File: config.mk
export PLATFORM = sky130hd
export DESIGN_NAME = mem_arbiter
export DESIGN_NICKNAME = d
export VERILOG_FILES = /design/src/rtl/mem_arbiter.sv
export SDC_FILE = /design/constraint.sdc
export NUM_CORES = 1
export LEC_CHECK = 0
export BUFFER_PORTS_ARGS = -buffer_cell sky130_fd_sc_hd__buf_2
export CAP_MARGIN = 25
export CORE_ASPECT_RATIO = 0.8
export CORE_MARGIN = 2
export CORE_UTILIZATION = 38
export CTS_CLUSTER_SIZE = 14
export DETAILED_ROUTE_END_ITERATION = 16
export PLACE_DENSITY = 0.84
export SYNTH_ARGS = -nofsm -noshare
export SYNTH_HDL_FRONTEND = slang
export SYNTH_SLANG_ARGS = --single-unit
export TNS_END_PERCENT = 5
File: constraint.sdc
create_clock -name clk -period 3.1 [get_ports clk]
set_input_delay 0.155 -clock clk [delete_from_list [all_inputs] [get_ports clk]]
set_output_delay 0.155 -clock clk [all_outputs]
set_load 0.02 [all_outputs]
File: src/rtl/mem_arbiter.sv
// Memory port arbiter between the 6502 core and a single DMA requester.
// The CPU owns the port by default; DMA is granted only after halting the core via RDY.
module mem_arbiter #(
  parameter int ADDR_WIDTH     = 16,
  parameter int DATA_WIDTH     = 8,
  parameter int MAX_BURST      = 16,
  parameter int MIN_CPU_CYCLES = 2
) (
  input  logic                  clk,
  input  logic                  resetn,
  input  logic [ADDR_WIDTH-1:0] cpu_address,
  input  logic [DATA_WIDTH-1:0] cpu_wr_data,
  input  logic                  cpu_wr_enable,
  output logic [DATA_WIDTH-1:0] cpu_rd_data,
  output logic                  cpu_rdy,
  input  logic                  dma_req,
  input  logic [ADDR_WIDTH-1:0] dma_address,
  input  logic [DATA_WIDTH-1:0] dma_wr_data,
  input  logic                  dma_wr_enable,
  output logic                  dma_gnt,
  output logic                  dma_ack,
  output logic [DATA_WIDTH-1:0] dma_rd_data,
  output logic                  dma_rd_valid,
  output logic [ADDR_WIDTH-1:0] mem_address,
  output logic [DATA_WIDTH-1:0] mem_wr_data,
  output logic                  mem_wr_enable,
  input  logic [DATA_WIDTH-1:0] mem_rd_data
);

  localparam int BURST_W = (MAX_BURST > 1) ? $clog2(MAX_BURST) : 1;
  localparam int CYC_W   = $clog2(MIN_CPU_CYCLES + 1);
  localparam logic [BURST_W-1:0] BURST_LAST = BURST_W'(MAX_BURST - 1);
  localparam logic [CYC_W-1:0]   CYC_MIN    = CYC_W'(MIN_CPU_CYCLES);

  typedef enum logic [1:0] {
    ST_CPU,
    ST_HALT,
    ST_DMA,
    ST_RELEASE
  } state_t;

  state_t             state;
  logic [CYC_W-1:0]   cpu_cycles;
  logic [BURST_W-1:0] burst_cnt;

  always_ff @(posedge clk or negedge resetn) begin
    if (!resetn) begin
      state        <= ST_CPU;
      cpu_cycles   <= '0;
      burst_cnt    <= '0;
      dma_rd_valid <= 1'b0;
    end else begin
      dma_rd_valid <= dma_ack && !dma_wr_enable;
      unique case (state)
        ST_CPU: begin
          if (cpu_cycles != CYC_MIN) cpu_cycles <= cpu_cycles + 1'b1;
          if (dma_req && (cpu_cycles >= CYC_MIN)) state <= ST_HALT;
        end
        // The core only stops on a read cycle, so pending stack writes must drain first.
        ST_HALT: begin
          if (!dma_req) begin
            state <= ST_RELEASE;
          end else if (!cpu_wr_enable) begin
            state     <= ST_DMA;
            burst_cnt <= '0;
          end
        end
        ST_DMA: begin
          if (dma_req) burst_cnt <= burst_cnt + 1'b1;
          if (!dma_req || (burst_cnt == BURST_LAST)) state <= ST_RELEASE;
        end
        ST_RELEASE: begin
          state      <= ST_CPU;
          cpu_cycles <= '0;
        end
        default: state <= ST_CPU;
      endcase
    end
  end

  // RELEASE keeps rdy low one more cycle so the stalled read address is re-presented.
  always_comb begin
    cpu_rdy       = 1'b1;
    dma_gnt       = 1'b0;
    dma_ack       = 1'b0;
    mem_address   = cpu_address;
    mem_wr_data   = cpu_wr_data;
    mem_wr_enable = cpu_wr_enable;
    unique case (state)
      ST_CPU: ;
      ST_HALT, ST_RELEASE: cpu_rdy = 1'b0;
      ST_DMA: begin
        cpu_rdy       = 1'b0;
        dma_gnt       = 1'b1;
        dma_ack       = dma_req;
        mem_address   = dma_address;
        mem_wr_data   = dma_wr_data;
        mem_wr_enable = dma_req && dma_wr_enable;
      end
      default: ;
    endcase
    if (!resetn) mem_wr_enable = 1'b0;
  end

  assign cpu_rd_data = mem_rd_data;
  assign dma_rd_data = mem_rd_data;

endmodule

After elaboration in Yosys (flattened, before gate mapping) --
Index checks and enable logic that the tools add are counted. Widths: inputs -> output; s select.
Operators by class: equal/unequal tests 12, $add $sub $neg 2, multiplexer cells 18, reductions and logical operators 13, order comparisons 1
Operators with widths (count):
- $mux 16 | 1
- $ne 2x2->1 const B | 7
- $mux 4 | 3
- $mux 2 | 5
- $mux 8 | 1
- $pmux 2 s4 | 1
- $pmux 4 s2 | 1
- $mux 1 | 5
- $add 4x1->4 const B | 1
- $eq 2x2->1 const B | 2
- $eq 4x4->1 const B | 1
- $pmux 2 s2 | 1
- $reduce_and 4->1 | 1
- $reduce_bool 2->1 | 2
- $logic_and 1x1->1 | 3
- $ne 3x3->1 const B | 1
- $reduce_and 3->1 | 1
- $reduce_or 3->1 | 1
- $add 2x1->2 const B | 1
- $eq 2x1->1 const B | 1
- $ge 2x2->1 const B | 1
- $logic_not 1->1 | 2
- $logic_not 2->1 | 1
- $reduce_and 2->1 | 1
- $logic_or 1x1->1 | 1
Storage, ports and cells: output and inout port bits 45, flip-flop bits (word level) 9, input port bits 61, logic and storage cells 50

Longest topological paths before layout --
Gate-level depths: netlist (run 1).
word-level depth 4, depth in mapped cells 7, gate-level depth less buffers 7

Worst setup path before layout (run 1) --
No wires, ideal clock.
path kind register to output, start point register state[0], end point output port mem_wr_enable, required time 2.945 ns, cell stages (with the launch flop) 7, data arrival time 1.769 ns, setup slack 1.176 ns, buffers on the path 0, cell sequence dfrtp_1 inv_1 ha_1 nand2_2 inv_1 nand2_1 a21boi_0
On the way: longest elaborated chain between the ends 3
Ends and longest elaborated chain:
- start: declaration | RTL line 42 | state_t state;
- start signal: assignment | RTL line 48 | state <= ST_CPU;
- start signal: assignment | RTL line 57 | if (dma_req && (cpu_cycles >= CYC_MIN)) state <= ST_HALT;
- start signal: assignment | RTL line 62 | state <= ST_RELEASE;
- $eq 2x2->1 | RTL line 89 | unique case (state)
- $mux 1 | RTL line 89
- $mux 1 | RTL line 102 | if (!resetn) mem_wr_enable = 1'b0;
- end: declaration | RTL line 26 | output logic mem_wr_enable,
No other way between the ends.

Final worst setup path (run 1) --
start point register state[0], end point output port mem_address[6]
On the way: longest elaborated chain between the ends 2
Ends and longest elaborated chain:
- $eq 2x2->1 | RTL line 89
- $mux 16 | RTL line 89
- end: declaration | RTL line 24 | output logic [ADDR_WIDTH-1:0] mem_address,
No other way between the ends.

==> metrics.txt, run 1 <==
status complete, no violations; Leak Pwr 0.7136 nW; worst skew pair latency 0.26 ns; I/O pin cnt 106; Clk network pwr share 8.7%; number of diodes 0; syn avg cell area 9.419 sq um; dominant cell type by area after synthesis mux2_2; total track usage 18.08%; worst-margin pin slew 0.4164 ns; fin crit share 74.47%; Final Setup Violations 0; Synth Register Bits 9; CP endpoint kind output pin; # hold bufs at CTS 1; area grow syn2layout 35.96%; power share of the combinational group 70.8%; die area 3056 sq um; Max Clock Skew 0.005558 ns; clock slew at reported path FFs 0.06 ns; final hold vios 0; Max stage delay cell, worst path ha_1; buffers added on ports 81; initial core utilization 40.55%; Post-CTS Setup Bufs 0; minimum clock period 2.309 ns; unique cell type count in the Yosys netlist 26; top-area cell type share of the netlist area 27.07%; CP peak stage delay 0.44 ns; Top FF cell, synth dfrtp_1; Setup Total Neg Slack 0 ns; CP Launch Type register; Sink Count 9; HPWL after DPL 2229 microns; die width 61.31 microns; vias in the first global route 937; pin count of the biggest net entering global routing 24; switching pwr 0.5177 mW; DR DRC count 0; CP Cell Sequence inv_1, ha_1, buf_4, mux2_2, buf_2; routability cong. 0.7933; Data arrival, critical path 2.15 ns; CP Data Required Time 2.94 ns; maximum vdd drop 0.3748 mV; Cells after Synth 106; critical path buffer and inverter count 3; Via density 4.700; Die Ht 49.85 microns; Max FO, Critical Path 23; Internal Power 0.5497 mW; H-tree level count 1; Avg WL per Cell 12.44 microns; initial antenna violation count 0; pins over their slew limit 0; Routed Antenna Nets 0; layout cells sized above 1 66.09%; Total Power 1.067 mW; Iteration-0 DRC Markers 7; f_max 433.2 MHz; CTS resizes 0; DRT Pass-1 Iters 4; final net count 243; max_cap viols 0; site row count 16; cts bufs inserted 3; RSZ-0062 raised after global routing false; register area 225.2 sq um; GRT overflow 0; FILL cells 237; CTS tree built; root buf cell clkbuf_4; Core Util, Final 55.13%; Sw Ratio 48.50%; Post-Syn Area 998.5 sq um; Post-synth ARST share 100.0%; hold crit path type input port to register; global-route wire length before repair 4250 microns; relative slew slack 72.24%; CP top delay family buffers and inverters; Post-synth EDFFs 0; Flop pwr share 20.6%; Core Area 2462 sq um; Multi-input gate area 604.3 sq um; Area contributors post-synth mux2_2 27%, dfrtp_1 23%, buf_4 12%; clk buf depth 2; PD cells 786.2 nW/um^2; Routed WL 2612 microns; Yosys warning total 0; CP Class register to output pin; register area share after synthesis 22.56%; Synth Net Count 174; Via Count 987
[registers in the layout (all words and copies together) (netlist names)]
signal and count:
state 2, cpu_cycles 2, burst_cnt 4, dma_rd_valid 1
[layout make-up]
type,count,area share [%]
timing repair buffer,83,31.15
inverter,9,2.488
multi-input combinational,69,44.52
sequential,9,16.59
tap,36,3.318
clock buffer,4,1.935
[placed cells by master (no fill, tap or decap)]
master,synthesis,layout
a32o_1,1,1
nor3_1,3,3
clkbuf_4,0,3
nand3_1,4,4
nand2_1,5,5
buf_2,3,81
a21boi_2,1,1
a211oi_1,1,1
a221oi_4,1,1
dlygate4sd3_1,0,1
nor4_1,1,1
nor2_1,1,1
ha_1,7,7
a21boi_0,1,1
clkbuf_1,0,1
inv_1,9,9
mux2_2,24,24
o221ai_1,1,1
and2_2,1,1
o21ai_0,8,8
a22oi_2,1,1
o21ai_1,1,1
a21oi_1,3,3
buf_4,16,1
dfrtp_1,9,9
nand3_2,1,1
nand2_2,1,1
a22o_1,1,1
and3_1,1,1
[cell families (layout without fill, tap and decap cells)]
group | count (synthesis) | count (layout) | share of synthesized area [%]
buffers and inverters | 28 | 96 | 16.92
muxes | 24 | 24 | 27.07
AOI/OAI and AO/OA | 20 | 20 | 15.29
and+or+nand+nor | 18 | 18 | 9.399
DFF | 9 | 9 | 22.56
adders and majority gates | 7 | 7 | 8.772
[stage by stage]
step           cells  setup WS [ns]  instance area [sq um]  hold WS, ns
2_1_floorplan    106          1.176                  998.5      -0.1406
3_3_place_gp     205          1.124                   1321      0.02563
3_5_place_dp     205          1.093                   1321      0.03179
4_1_cts          210         0.7968                   1358      0.05538
5_1_grt          210         0.6566                   1358      0.06134
6_report         210         0.7914                   1358      0.05770
[cells in the mapped netlist, types with 3 or more instances]
cell type,n
a21oi_1,3
buf_2,3
buf_4,16
dfrtp_1,9
ha_1,7
inv_1,9
mux2_2,24
nand2_1,5
nand3_1,4
nor3_1,3
o21ai_0,8
[final timing paths]
| path | start | endpoint | slack, ns | cells past startpoint |
|---|---|---|---|---|
| max in group asynchronous | resetn | burst_cnt[2] | 2.62 | 2 |
| max | state[0] | mem_address[6] | 0.79 | 5 |
| min reg2reg | burst_cnt[1] | burst_cnt[1] | 0.53 | 1 |
| min in group asynchronous | resetn | burst_cnt[1] | 0.28 | 2 |
| max reg2reg | state[0] | burst_cnt[1] | 1.18 | 5 |
| min | dma_wr_enable | dma_rd_valid | 0.06 | 2 |
[power groups by stage]
| stage | Sequential (mW) | Combinational [mW] | Clock [mW] |
|---|---|---|---|
| floorplan | 0.211 | 0.600 | 0 |
| global placement | 0.218 | 0.745 | 0 |
| detailed placement | 0.220 | 0.758 | 0 |
| CTS | 0.219 | 0.761 | 0.0951 |
| global route | 0.230 | 0.826 | 0.101 |
| finish | 0.219 | 0.755 | 0.0928 |
[metal layers]
layer / vias to the layer above / global-route usage, % / routed length (microns)
met5: - / 0 / 0
met4: 0 / 4.348 / 34
met3: 11 / 3.937 / 166
met2: 40 / 27.13 / 1223
met1: 436 / 26.05 / 1188
li1: 500 / - / -
[worst reg2reg max path: stages (launching register included)]
cell and delay, ns:
dfrtp_1 0.40, inv_1 0.16, ha_1 0.44, buf_4 0.36, o21ai_0 0.21, a32o_1 0.24
Power figures use the tool's default switching activity.
==> run 2: changes to the inputs <==
--- a/config.mk
+++ b/config.mk
@@ -5,14 +5,15 @@
 export SDC_FILE = /design/constraint.sdc
 export NUM_CORES = 1
 export LEC_CHECK = 0
+export ABC_AREA = 1
 export BUFFER_PORTS_ARGS = -buffer_cell sky130_fd_sc_hd__buf_2
 export CAP_MARGIN = 25
 export CORE_ASPECT_RATIO = 0.8
 export CORE_MARGIN = 2
-export CORE_UTILIZATION = 38
+export CORE_UTILIZATION = 35
 export CTS_CLUSTER_SIZE = 14
 export DETAILED_ROUTE_END_ITERATION = 16
-export PLACE_DENSITY = 0.84
+export PLACE_DENSITY = 0.77
 export SYNTH_ARGS = -nofsm -noshare
 export SYNTH_HDL_FRONTEND = slang
 export SYNTH_SLANG_ARGS = --single-unit
==> constraint.sdc (replaced) <==
create_clock -name clk -period 2.2 [get_ports clk]
set_input_delay 0.11 -clock clk [delete_from_list [all_inputs] [get_ports clk]]
set_output_delay 0.11 -clock clk [all_outputs]
set_load 0.02 [all_outputs]
==> metrics.txt, run 2 <==
met1 Usage GRT 21.61% (was 26.05%); CTS tree built (unchanged); DR DRC count 0 (unchanged); root buf cell clkbuf_4 (unchanged); biggest regs burst_cnt: 4 flops, cpu_cycles: 2 flops, state: 2 flops (unchanged); commonest cells in the netlist 24 x mux2_2, 23 x nand2_1, 17 x buf_4 (was 24 x mux2_2, 16 x buf_4, 9 x dfrtp_1, 9 x inv_1, 8 x o21ai_0); HPWL after DPL 2399 microns (was 2229 microns); relative slew slack 74.32% (was 72.24%); minimum clock period 2.065 ns; H-tree level count 1 (unchanged); Iteration-0 DRC Markers 9 (was 7); Routed WL 2707 microns (was 2612 microns); Synth Register Bits 9 (unchanged); fin crit share 93.88%; Max FO, Critical Path 20 (was 23); Worst Hold End dma_rd_valid (unchanged); initial core utilization 36.61% (was 40.55%); Yosys warning total 0 (unchanged); Total Power 1.560 mW (was 1.067 mW); die width 64.13 microns (was 61.31 microns); site row count 17 (was 16); Die Ht 52.10 microns (was 49.85 microns); CP Data Required Time 2.09 ns (was 2.94 ns); number of diodes 0 (unchanged); RSZ-0062 raised after global routing false (unchanged); CP Cell Sequence inv_1, ha_1, buf_12, mux2_2, buf_2 (was inv_1, ha_1, buf_4, mux2_2, buf_2); GRT overflow 0 (unchanged); most instantiated library cell after synthesis mux2_2 (unchanged); Leak Pwr 0.7758 nW (was 0.7136 nW); non-filler cells, final 230 (was 210); cts bufs inserted 3 (unchanged); I/O pin cnt 106 (unchanged); max_cap viols 0 (unchanged); global-route wire length before repair 4091 microns (was 4250 microns); met3 usage 4.762% (was 3.937%); dominant cell type by area after synthesis mux2_2 (unchanged); Area contributors post-synth mux2_2 27%, dfrtp_1 22%, buf_4 13% (was mux2_2 27%, dfrtp_1 23%, buf_4 12%); placed insts 225 (was 205); DRT Pass-1 Iters 4 (unchanged); area grow syn2layout 37.45% (was 35.96%); number of flip-flops in the largest register 4 (unchanged); unique cell type count in the Yosys netlist 18 (was 26); clock slew at reported path FFs 0.06 ns (about the same); Avg WL per Cell 11.77 microns (was 12.44 microns); CP Class register to output pin (unchanged); f_max 484.2 MHz; Data arrival, critical path 1.96 ns (was 2.15 ns); Routed Antenna Nets 0 (unchanged); commonest non-fill, non-tap cell in the layout buf_2 (unchanged); CP peak stage delay 0.42 ns (was 0.44 ns); buffers added on ports 81 (unchanged); worst skew pair latency 0.26 ns (about the same); Post-Syn Area 1012 sq um (was 998.5 sq um); PD cells 1121 nW/um^2 (was 786.2 nW/um^2); Via Count 1,024 (was 987); Post-synth ARST share 100.0% (unchanged); Final Setup Violations 0 (unchanged); met2 usage 24.31% (was 27.13%); syn avg cell area 8.229 sq um (was 9.419 sq um); Core Area 2765 sq um (was 2462 sq um); Setup Total Neg Slack 0 ns (unchanged); final net count 261 (was 243); total track usage 15.88% (was 18.08%); commonest cells after routing, fill and taps aside 81 x buf_2, 24 x mux2_2, 23 x nand2_1 (was 81 x buf_2, 24 x mux2_2, 9 x inv_1, 9 x dfrtp_1, 8 x o21ai_0); maximum vdd drop 0.5510 mV (was 0.3748 mV); clk buf depth 2 (unchanged); CP endpoint kind output pin (unchanged); Max Clock Skew 0.007372 ns (was 0.005558 ns); reg2reg setup slack 0.55 ns (was 1.18 ns); Synth Net Count 191 (was 174); Via density 4.452 (was 4.700); worst r2r dst burst_cnt[2] (was burst_cnt[1]); die area 3341 sq um (was 3056 sq um); GRT Max-Usage Layer met2 (unchanged); Hold Crit Depth 2 (unchanged); RR Startpoint state[0] (unchanged); hold crit path type input port to register (unchanged); routability cong. 0.7817 (was 0.7933); pin count of the biggest net entering global routing 21 (was 24); status complete, no violations (unchanged); Max stage delay cell, worst path dfrtp_1 (was ha_1); worst r2r path cells 8 (was 5); Reg with most FFs burst_cnt (unchanged); Top FF cell, synth dfrtp_1 (unchanged); initial antenna violation count 0 (unchanged); worst hold start dma_wr_enable (unchanged); pins over their slew limit 0 (unchanged); Post-CTS Setup Bufs 0 (unchanged); Cells after Synth 123 (was 106); worst-margin pin slew 0.3851 ns (was 0.4164 ns); register area share after synthesis 22.25% (was 22.56%); vias in the first global route 937 (unchanged); final hold vios 0 (unchanged); Sink Count 9 (unchanged); Post-synth EDFFs 0 (unchanged); layout cells sized above 1 59.90% (was 66.09%); top-area cell type share of the netlist area 26.70% (was 27.07%); CP Launch Type register (unchanged)
## run 2: critical path, delay by kind of cell, from the launching register on
family	cells	cell delay, ns
buffers and inverters	3	0.52
DFF	1	0.42
adders and majority gates	1	0.41
muxes	1	0.35
## run 2: cell families after synthesis
logic type | synth area share [%]
DFF | 22.25
buffers and inverters | 18.42
AOI/OAI and AO/OA | 4.698
adders and majority gates | 8.652
muxes | 26.70
and+or+nand+nor | 19.28
## run 2: metrics by stage
step | area (sq um) | worst slack (ns) | util (%) | hold WS, ns
2_1_floorplan | 1012 | 0.5771 | - | -0.1856
3_3_place_gp | 1355 | 0.4434 | 49.00 | -0.02164
3_5_place_dp | 1355 | 0.3898 | 49.00 | -0.02529
4_1_cts | 1391 | 0.1062 | 50.32 | 0.03583
5_1_grt | 1391 | 0.0006937 | 50.32 | 0.03909
6_report | 1391 | 0.1347 | 50.32 | 0.04503
## run 2: how the worst max path moves through the flow
stage	startpoint	end	slack, ns	depth (start not counted)
finish	state[0]	mem_address[7]	0.13	5
global route	state[0]	mem_wr_data[5]	0.0007	5
CTS	state[0]	mem_wr_data[7]	0.11	5
detailed placement	state[0]	mem_address[2]	0.39	5
global placement	state[0]	mem_wr_data[4]	0.44	5
floorplan	state[0]	mem_address[10]	0.58	4
## run 2: area by class of cell
class / count / area [sq um]
flip-flops and latches: 9 / 225.2
clock buffers: 4 / 26.28
well taps: 38 / 47.55
fillers: 289 / 1374
repair buffers: 84 / 442.9
multi-input cells: 82 / 600.6
inverters: 13 / 48.80
## run 2: power by group
group | internal (mW) | switching (mW) | total (mW)
Sequential | 0.224 | 0.0572 | 0.281
Clock | 0.0698 | 0.0567 | 0.126
Combinational | 0.501 | 0.651 | 1.15
Total | 0.795 | 0.765 | 1.56
## run 2: timing repair
| item | CTS | global route |
|---|---|---|
| hold buffers | 1 | 0 |
| resized for setup | 0 | 0 |
| endpoints found under the hold margin | 9 | 0 |
| endpoints found under the setup margin | 0 | 0 |
## run 2: routing by layer
metal	share of wire [%]	routed length [microns]	vias up
li1	-	-	534
met1	44	1192	436
met2	47	1262	50
met3	7.9	214	4
met4	1.4	38	0
met5	0	0	-
